===== src/rtl/pc_seq_unit.sv =====
// pc_seq_unit: program counter sequencer with condition flags,
// circular return-address stack, halt and stall handling.
module pc_seq_unit #(
  parameter int PC_W = 16,
  parameter int RAS_DEPTH = 4,
  parameter logic [PC_W-1:0] RESET_PC = '0
) (
  input  logic            clk,
  input  logic            rst_n,
  input  logic            stall,
  input  logic            branch,
  input  logic            call,
  input  logic            ret,
  input  logic            halt,
  input  logic [2:0]      cond,
  input  logic [PC_W-1:0] imm_b,
  input  logic [PC_W-1:0] imm_c,
  input  logic            set_zero,
  input  logic            set_ovf,
  input  logic            alu_z,
  input  logic            alu_v,
  input  logic            alu_n,
  output logic [PC_W-1:0] pc,
  output logic [PC_W-1:0] link,
  output logic [2:0]      flags,
  output logic            hlt,
  output logic            ras_ovf,
  output logic            ras_udf
);

  localparam int AW = $clog2(RAS_DEPTH);
  localparam int CW = AW + 1;
  localparam logic [CW-1:0] FULL = CW'(RAS_DEPTH);

  logic [PC_W-1:0] ras [RAS_DEPTH];
  logic [AW-1:0]   sp;
  logic [CW-1:0]   cnt;

  logic            fz, fv, fn;
  logic            take, live, empty, full;
  logic            sel_h, sel_r, sel_c, sel_b;
  logic            do_ret, do_call;
  logic [PC_W-1:0] pc_inc, top, pc_nxt;

  assign pc_inc = pc + PC_W'(1);
  assign link = pc_inc;
  assign {fz, fv, fn} = flags;
  assign top = ras[sp - AW'(1)];
  assign empty = (cnt == '0);
  assign full = (cnt == FULL);
  assign live = !stall && !hlt;

  // One-hot request selects in priority order.
  assign sel_h = halt;
  assign sel_r = ret && !halt;
  assign sel_c = call && !ret && !halt;
  assign sel_b = branch && take && !call && !ret && !halt;

  assign do_ret = live && sel_r;
  assign do_call = live && sel_c;

  // Branch condition against flags held from earlier cycles.
  always_comb begin
    take = 1'b0;
    unique case (cond)
      3'b000: take = !fz;
      3'b001: take = fz;
      3'b010: take = !fz && !fn;
      3'b011: take = fn;
      3'b100: take = fz || !fn;
      3'b101: take = fz || fn;
      3'b110: take = fv;
      3'b111: take = 1'b1;
    endcase
  end

  // Next-PC select.
  always_comb begin
    pc_nxt = pc_inc;
    unique case (1'b1)
      sel_h: pc_nxt = pc;
      sel_r: pc_nxt = empty ? pc_inc : top;
      sel_c: pc_nxt = pc_inc + imm_c;
      sel_b: pc_nxt = pc_inc + imm_b;
      default: pc_nxt = pc_inc;
    endcase
  end

  // Control state: pc, flags, stack count/pointer, sticky bits.
  always_ff @(posedge clk) begin
    if (!rst_n) begin
      pc <= RESET_PC;
      flags <= '0;
      sp <= '0;
      cnt <= '0;
      hlt <= 1'b0;
      ras_ovf <= 1'b0;
      ras_udf <= 1'b0;
    end else if (live) begin
      pc <= pc_nxt;
      if (halt) hlt <= 1'b1;
      if (set_zero) flags[2] <= alu_z;
      if (set_ovf) flags[1:0] <= {alu_v, alu_n};
      if (do_ret) begin
        if (empty) begin
          ras_udf <= 1'b1;
        end else begin
          sp <= sp - AW'(1);
          cnt <= cnt - CW'(1);
        end
      end else if (do_call) begin
        sp <= sp + AW'(1);
        if (full) ras_ovf <= 1'b1;
        else cnt <= cnt + CW'(1);
      end
    end
  end

  // Stack storage; a full stack overwrites its oldest slot.
  always_ff @(posedge clk) begin
    if (rst_n && do_call) ras[sp] <= pc_inc;
  end

endmodule


===== config.mk =====
export PLATFORM = sky130hd
export DESIGN_NAME = pc_seq_unit
export DESIGN_NICKNAME = d
export VERILOG_FILES = /design/src/rtl/pc_seq_unit.sv
export SDC_FILE = /design/constraint.sdc
export NUM_CORES = 1
export LEC_CHECK = 0
export CORE_ASPECT_RATIO = 0.9
export CORE_MARGIN = 8
export CORE_UTILIZATION = 54
export CTS_CLUSTER_DIAMETER = 50
export DETAILED_ROUTE_END_ITERATION = 7
export HOLD_SLACK_MARGIN = 0.06
export PLACE_DENSITY_LB_ADDON = 0.25
export SLEW_MARGIN = 20
export SYNTH_ARGS = -nofsm -noshare
export SYNTH_HDL_FRONTEND = slang
export SYNTH_SLANG_ARGS = --single-unit

===== constraint.sdc =====
create_clock -name clk -period 4.9 [get_ports clk]
set_input_delay 0.735 -clock clk [delete_from_list [all_inputs] [get_ports clk]]
set_output_delay 0.735 -clock clk [all_outputs]
set_load 0.01 [all_outputs]

==> out/qor.csv <==
metric,value,unit
status,"finished, final reports clean",
Max Cap Viol,0,
vias in the first global route,3832,
#FFs+latches synth,91,
Worst EP required,5.20,ns
crit end category,register,
Synth cell types,65,
Routed WL,12900,um
Achievable Freq,227,MHz
sequential area share after synthesis,0.486,
Max IR drop VDD,166,uV
Reg2Reg Setup Slack,1.07,ns
clock sink total,91,
max-slew violation count,0,
Nets,581,
Tot GR Track Use,0.204,
DIE WIDTH,118,um
Rows,33,
FF-to-FF Start,flags[0],
DR iter-0 viols,387,
Mapped Nets,494,
reg2reg path depth,13,
vias,3875,
Pint,1.27,mW
Setup Skew,0.0109,ns
DR DRC count,0,
worst-case hold path end point,ras_ovf,
WL/cell,20.2,um
Setup-failing EPs final,0,
Post-Synthesis Cell Area,0.00507,mm2
utilization after layout,0.688,
min Tclk post-route,4.41,ns
global route overflow,0,
WP data arrival,4.70,ns
crit path kind,primary input to register,
Comb pwr share,0.218,
Synth Flop Type,edfxtp_1,
Vert. Die Dim,108,um
Sw Share,0.277,
hold-critical path depth,2,
IO Pins,85,
post-CTS setup buffer count,0,
core footprint,0.00913,mm2
CTS Root Cell,clkbuf_8,
final hold vios,0,
RD Place Congestion,0.910,
Initial Util,0.555,
hold path start,ras_ovf,
min-delay worst type,register to register,
global-route wire length before repair,20400,um
vias per cell,6.06,
drt pass-1 iters,5,
RSZ-0062 raised after global routing,false,
"EDFF count, synth",64,
Post-DRT Antenna Nets,0,
"CTS clk-pin slew, worst paths",0.09,ns
Slew @ Worst Pin,1.04,ns
reported net switching power,485,uW
synth warn,0,
CP max FO,13,
CTS tree,built,
pin count of the biggest net entering global routing,27,
Worst-Skew Late Latency,0.35,ns
Area Growth Syn to Fin,23.9,%
Leakage,2.23,nW
Synth Instances,425,
element type at the critical path start,primary input,
Synth Area per Inst,11.9,um2
relative slew slack,0.307,
CTS max path bufs,2,
die area,0.0127,mm2
fraction of layout cells with a size suffix above 1,0.145,
"Async S/R FF share, synth",0,
Pwr Density,279,mW/mm2
H-tree depth,3,
Total Negative Setup Slacks,0,ns
ant diodes,0,
PostCTS Resize Cnt,0,
CTS buffer count,9,
sequential group share of total power,0.493,
# hold bufs at CTS,0,
clock power share,0.289,
R2R Path End,pc[10],
Buffers on Ports,84,
Final Cycle Share,0.899,
initial antenna violation count,0,
Final HPWL DP,9660,um
## cell families after synthesis
kind of cell / synth area share
flops: 0.486
buf+inv: 0.0277
xor+xnor: 0.0499
mux: 0.121
simple gates: 0.119
compound gates: 0.139
fa+ha+maj: 0.0573
## routing by layer
layer,GRT usage,share of wire
met2,0.319,0.47
met4,0.0676,0.012
met1,0.281,0.44
met5,0,0
met3,0.0383,0.078
## critical path, stage by stage
cell,delay (ns)
clkdlybuf4s50_1,0.61
nand4bb_1,0.18
nand2_2,0.11
nor4_4,0.52
buf_12,0.21
mux2_2,0.35
ha_1,0.35
nor2b_1,0.16
o31ai_1,0.34
a2bb2oi_1,0.21
a31oi_1,0.23
xor2_1,0.09
a2111oi_0,0.43
a31o_1,0.14
## cells in the mapped netlist, types with 2 or more instances
cell,count,area share
edfxtp_1,64,0.38
xnor2_1,17,0.029
ha_1,20,0.049
dfxtp_1,27,0.11
a21o_1,6,0.0089
a2bb2oi_1,2,0.0035
o21a_1,4,0.0059
o22ai_1,2,0.0025
and2_1,6,0.0074
inv_1,16,0.012
o21ai_0,19,0.019
a221oi_2,3,0.0089
nand3_1,12,0.012
and4_1,2,0.0035
fa_1,2,0.0079
a31oi_1,11,0.014
mux2_2,16,0.036
clkbuf_1,11,0.0081
o31ai_1,2,0.0030
xor2_1,10,0.017
nor2_1,26,0.019
a211oi_2,2,0.0049
o211ai_1,2,0.0030
a21oi_1,24,0.024
a221oi_1,7,0.012
and3_1,7,0.0086
a211oi_1,3,0.0044
mux2i_1,6,0.012
nand2_1,27,0.020
mux4_2,16,0.071
nand4_1,3,0.0037
buf_2,4,0.0040
nand2b_1,4,0.0049
or3_1,2,0.0025
nand3b_1,3,0.0044
nor2b_1,3,0.0037
nor3_1,5,0.0049
a2111oi_0,2,0.0035
## sequential cells by signal, indices dropped and copies added, names as in the netlist
signal / cells
pc: 16
ras: 64
sp: 2
ras_udf: 1
ras_ovf: 1
hlt: 1
cnt: 3
flags: 3
## cell type report
class	instances	area, um2
Clock buffer	10	128
Fill cell	663	2850
Clock inverter	6	72.6
Inverter	16	60.1
Multi-Input combinational cell	301	2480
Timing Repair Buffer	93	921
Sequential cell	91	2460
Tap cell	122	153
## metrics by stage
step	std cells	area, um2	hold WS [ns]	total power [mW]	setup slack (ns)
after floorplan	425	5070	0.489	1.10	0.922
after global placement	623	6080	0.454	1.25	0.278
after detailed placement	623	6080	0.475	1.26	0.161
after CTS	639	6280	0.496	1.75	0.526
after global routing	639	6280	0.523	1.82	0.268
final	639	6280	0.491	1.75	0.495
## power groups by stage
stage | combinational, mW | clock [mW] | sequential [mW]
2_1_floorplan | 0.221 | 0 | 0.879
3_3_place_gp | 0.369 | 0 | 0.879
3_5_place_dp | 0.376 | 0 | 0.879
4_1_cts | 0.379 | 0.511 | 0.862
5_1_grt | 0.412 | 0.541 | 0.865
6_report | 0.382 | 0.507 | 0.862
## how the worst max path moves through the flow
stage,slack [ns],end,start,cells past startpoint
after global placement,0.28,pc[10],call,13
after global routing,0.27,pc[10],call,13
after detailed placement,0.16,pc[10],call,13
after floorplan,0.92,pc[10],call,14
after CTS,0.53,pc[10],call,13
final,0.49,pc[10],cond[0],14
## cells in the final DEF, fill, tap and decap left out, types with 3 or more instances in the layout
cell,instances
a211oi_1,3
a21o_1,6
a21oi_1,24
a221oi_1,7
a221oi_2,3
a31oi_1,11
and2_1,6
and3_1,7
buf_4,8
clkbuf_8,9
clkdlybuf4s50_1,84
dfxtp_1,27
edfxtp_1,64
ha_1,20
inv_1,16
mux2_2,16
mux2i_1,6
mux4_2,16
nand2_1,27
nand2b_1,4
nand3_1,12
nand3b_1,3
nand4_1,3
nor2_1,26
nor2b_1,3
nor3_1,4
o21a_1,4
o21ai_0,19
xnor2_1,17
xor2_1,10
Power figures use the tool's default switching activity.
==> edit 1, RTL diff (same flow settings) <==
`RAS_DEPTH`: 4 -> 8.
--- a/src/rtl/pc_seq_unit.sv
+++ b/src/rtl/pc_seq_unit.sv
@@ -3,5 +3,5 @@
 module pc_seq_unit #(
   parameter int PC_W = 16,
-  parameter int RAS_DEPTH = 4,
+  parameter int RAS_DEPTH = 8,
   parameter logic [PC_W-1:0] RESET_PC = '0
 ) (
Function: changed (a bounded check fails within 10 cycles, from zero or initial values and one cycle with rst_n low).
==> edit 1 against the original RTL <==
- routed wire length increased by 51%
- total power is 92% higher
- clock power increased to 2.7 times the old value
- die area is 43% higher
- area after synthesis grew 50%
- sequential cell count is 66 higher
- setup slack gained 0.10 ns
- core utilization fell by 1.3 points
- global-route usage rose by 1.8 points
- critical endpoint is now pc[13]$_SDFFE_PN0P_
- combinational power up 25%
- fmax is 2.4% higher
- cell area grew 50%
==> edit 1: results (changes against the original RTL) <==
Drt
  – Final WL: 19550 microns (+51%)
  – Vias after detailed routing: 5227 (+35%)
  – Iteration-0 DRC Markers: 445 (+15%)

Logic synthesis
  – Register area share after synthesis: 58.06% (+9.5 points)
  – Syn Area/Cell: 14.01 sq um (+17%)
  – Syn. warnings: 0 (unchanged)
  – Post-synth top cells: edfxtp_1 (128), o21ai_0 (34), nand2_1 (30), dfxtp_1 (29), nor2_1 (27)
  – Number of synthesized flops with an enable pin: 128 (+100%)
  – Syn nets: 613 (+24%)

Run status
  – Outcome: complete, no violations

Pwr
  – Peak supply drop: 270.6 uV (+63%)

Critical path
  – WP data arrival: 4.62 ns (-0.08 ns)
  – Crit path from: cond[2]
  – Crit Path Max Fanout: 11 (-2)
  – R2R Path End: pc[14]$_SDFFE_PN0P_
  – Reg2reg setup slack: 1.13 ns (+0.06 ns)

Place
  – GP Congestion: 0.8919 (-1.9%)
  – Dpl ws: 0.3557 ns (+0.1947 ns)
  – Dpl hpwl: 13000 microns (+35%)

Global route
  – Vias in the first global route: 5328 (+39%)
  – First-pass GRT wire length: 30310 microns (+48%)
  – Tot GR Track Use: 22.14% (+1.8 points)
  – Largest net degree at the start of global routing: 35 (+30%)

Clocking
  – Clock latency on the worst-skew pair: 0.42 ns (+0.07 ns)
  – CTS buffer count: 17 (+8)
  – Clk slew on worst S/H paths: 0.07 ns (-0.02 ns)
  – CTS root buf: clkbuf_16

Worst hold path
  – Hold Path Cell Cnt: 1 (-1)
  – Worst hold start: ras_udf$_SDFFE_PN0P_

Timing
  – Slew headroom: 22.41% (-8.3 points)

Finish
  – Top Registers: ras: 128 flops, pc: 16 flops, cnt: 4 flops
  – Layout cells sized above 1: 16.82% (+2.3 points)
edit 1: layout make-up:
class	instances	area, sq um
Clock buffer	18	429.2
Clock inverter	14	192.7
Fill cell	981	4516
Inverter	14	52.55
Multi-Input combinational cell	350	3032
Sequential cell	157	4425
Tap cell	193	241.5
Timing Repair Buffer	107	1013
edit 1: logic make-up (layout without fill, tap and decap cells):
group | Yosys count | count (layout) | share of synthesized area (%)
AOI/OAI and AO/OA | 117 | 117 | 10.08
adders and majority gates | 22 | 22 | 3.810
buffers and inverters | 37 | 153 | 2.332
and+or+nand+nor | 117 | 117 | 7.668
DFF | 157 | 157 | 58.06
muxes | 64 | 64 | 14.40
xor gates and xnor gates | 30 | 30 | 3.645
edit 1: per-stage QoR:
stage | hold WS [ns] | util, % | cell area, sq um
2_1_floorplan | 0.4781 | - | 7620
3_3_place_gp | 0.4471 | 63.02 | 8761
3_5_place_dp | 0.4606 | 63.02 | 8761
4_1_cts | 0.4759 | 67.49 | 9383
5_1_grt | 0.5071 | 67.52 | 9387
6_report | 0.4810 | 67.52 | 9387
edit 1: power by group:
group	switching, mW	total (mW)	internal, mW
Clock	0.540	1.39	0.855
Sequential	0.0215	1.49	1.47
Combinational	0.255	0.476	0.221
Total	0.816	3.36	2.54
edit 1: metal layers:
metal | share of wire (%) | track usage [%] | wire, microns
met5 | 0 | 0 | 0
met4 | 2.1 | 8.523 | 414
met3 | 6.9 | 4.554 | 1347
met2 | 48 | 35.32 | 9313
met1 | 43 | 29.53 | 8471
edit 1: how the worst max path moves through the flow:
stage,slack [ns],to,cells after the start
final,0.60,pc[13]$_SDFFE_PN0P_,15
after global routing,0.24,pc[13]$_SDFFE_PN0P_,15
after CTS,0.68,pc[13]$_SDFFE_PN0P_,15
after detailed placement,0.36,pc[14]$_SDFFE_PN0P_,16
after global placement,0.56,pc[8]$_SDFFE_PN0P_,16
after floorplan,1.26,pc[8]$_SDFFE_PN0P_,16
edit 1: critical path, stage by stage:
cell	delay, ns
clkdlybuf4s50_1	0.52
nand2_1	0.10
o31ai_1	0.26
a41oi_2	0.11
nand2_1	0.29
buf_4	0.28
mux2_2	0.38
ha_1	0.25
a2111oi_0	0.49
o21ai_0	0.25
a21oi_1	0.31
o21ai_0	0.17
xnor2_1	0.15
a221oi_1	0.25
nor2_1	0.06
==> edit 2, RTL diff (config.mk and constraints unchanged) <==
Without the edit above. Make the reset (`rst_n`) asynchronous in one clocked block.
--- a/src/rtl/pc_seq_unit.sv
+++ b/src/rtl/pc_seq_unit.sv
@@ -88,5 +88,5 @@
 
   // Control state: pc, flags, stack count/pointer, sticky bits.
-  always_ff @(posedge clk) begin
+  always_ff @(posedge clk or negedge rst_n) begin
     if (!rst_n) begin
       pc <= RESET_PC;
Formal check against the unedited RTL: differs if rst_n is asserted again (counterexample within 4 cycles, from zero or initial values and one cycle with rst_n low); with rst_n held inactive, the same outputs for 4 cycles.
==> edit 2 against the original RTL <==
- cell area shrank 0.20%
- count of clock-buffer cells in the layout unchanged
- area after synthesis decreased by 1.1%
- largest cell class is now sequential cells
- setup slack worse by 0.084 ns
- sequential cell count unchanged
- routed wire length up 3.4%
- highest routed layer unchanged
Power is not compared: it rests on default switching activity, and its combinational part moved more than twofold at a synthesized area within 25%.
==> edit 2: results (changes against the original RTL) <==
Timing
  – WHS: 0.4873 ns (-0.003859 ns)
  – Setup Skew: 0.01388 ns (+0.002979 ns)
  – Min Tclk post-route: 4.489 ns (+0.08419 ns)
  – Slew @ Worst Pin: 1.050 ns (+0.01497 ns)

Critical path
  – Crit Path Max Fanout: 11 (-2)
  – Reg2Reg Depth: 12 (-1)
  – Worst R2R Start: flags[0]$_DFFE_PN0P_
  – Critical Path End: pc[15]$_DFFE_PN0P_
  – WP data arrival: 4.75 ns (+0.05 ns)
  – Crit path from: call
  – Reg2reg setup slack: 0.97 ns (-0.10 ns)

Place
  – Dpl cells: 614 (-1.4%)
  – Post-Place Cell Area: 6061 sq um (-0.27%)
  – Dpl hpwl: 9737 microns (+0.76%)
  – GP Congestion: 0.9433 (+3.7%)

Drt
  – Iteration-0 DRC Markers: 332 (-14%)
  – Vias/cell: 6.094 (+0.49%)
  – Pre-antenna DRT Iters: 5 (unchanged)
  – Final WL: 13360 microns (+3.4%)

Finish
  – Multi-Input Combinational: 284 (-5.6%)
  – Fraction of area in registers: 41.46% (+2.2 points)
  – Fin util: 68.97% (+0.17 points)
  – NonClk Buf Share: 15.34% (+0.67 points)
  – Layout clock area frac: 3.215% (+0.026 points)
  – Fillcell total: 683 (+3.0%)
  – Bufs w/o clock: 100 (+7.5%)
  – Final Net Count: 572 (-1.5%)
  – Signal inverters: 17 (+1)
  – Fin cells: 630 (-1.4%)

Clocking
  – CTS buffer count: 9 (unchanged)
  – Clock Tree Buf Depth: 2 (unchanged)
  – Clock latency on the worst-skew pair: 0.35 ns (about the same)

Logic synthesis
  – Asr flop ratio synth: 29.67% (+30 points)
  – Cell count after synthesis: 407 (-4.2%)
  – Post-Synth XOR/XNOR Area: 4.717% (-0.27 points)
  – Number of synthesized flops with an enable pin: 64 (unchanged)
  – Top post-synthesis cells by area: edfxtp_1 (38%), dfrtp_1 (13%), mux4_2 (7.2%)
  – Post-synthesis adder-cell area fraction: 5.790% (+0.061 points)
  – Post-synth top cells: edfxtp_1 (64), dfrtp_1 (27), nand2_1 (25), nor2_1 (22), a21oi_1 (21)
  – Fraction of synthesized area in multiplexers: 11.63% (-0.52 points)
  – Post-synthesis compound-gate area fraction: 13.23% (-0.62 points)
  – Register area share after synthesis: 51.81% (+3.2 points)

Run status
  – Outcome: complete, no violations

Global route
  – Vias in the first global route: 3694 (-3.6%)
  – First-pass GRT wire length: 20600 microns (+0.84%)
  – Largest net degree at the start of global routing: 29 (+7.4%)

Worst hold path
  – Hold Path End: ras_ovf$_DFFE_PN0P_

Pwr
  – Combinational logic power: 0.930 mW
## edit 2: cell count changes after synthesis, sizes merged, moves of 4 or more
cell	unedited run	this run
a221oi	10	5
a31oi	11	3
and3	7	2
dfrtp	0	27
dfxtp	27	0
mux2i	6	2
nand3	13	6
nor3	6	11
o21ai	19	25
xor2	11	7
## edit 2: worst max-delay path, cell delays in order
cell	delay (ns)
clkdlybuf4s50_1	0.43
or4b_1	0.52
a311o_1	0.33
nor2_4	0.31
mux2_2	0.39
ha_1	0.35
and3_1	0.23
a221oi_1	0.32
o21ai_0	0.23
o311a_1	0.33
nor3_1	0.25
xnor2_1	0.11
o31ai_1	0.22
## edit 2: layer usage
metal	vias to the layer above	routed length [microns]	track usage, %
met5	-	0	0
met2	209	5795	30.86
met3	7	1205	4.510
met4	0	85	3.653
li1	1762	-	-
met1	1861	6273	31.54
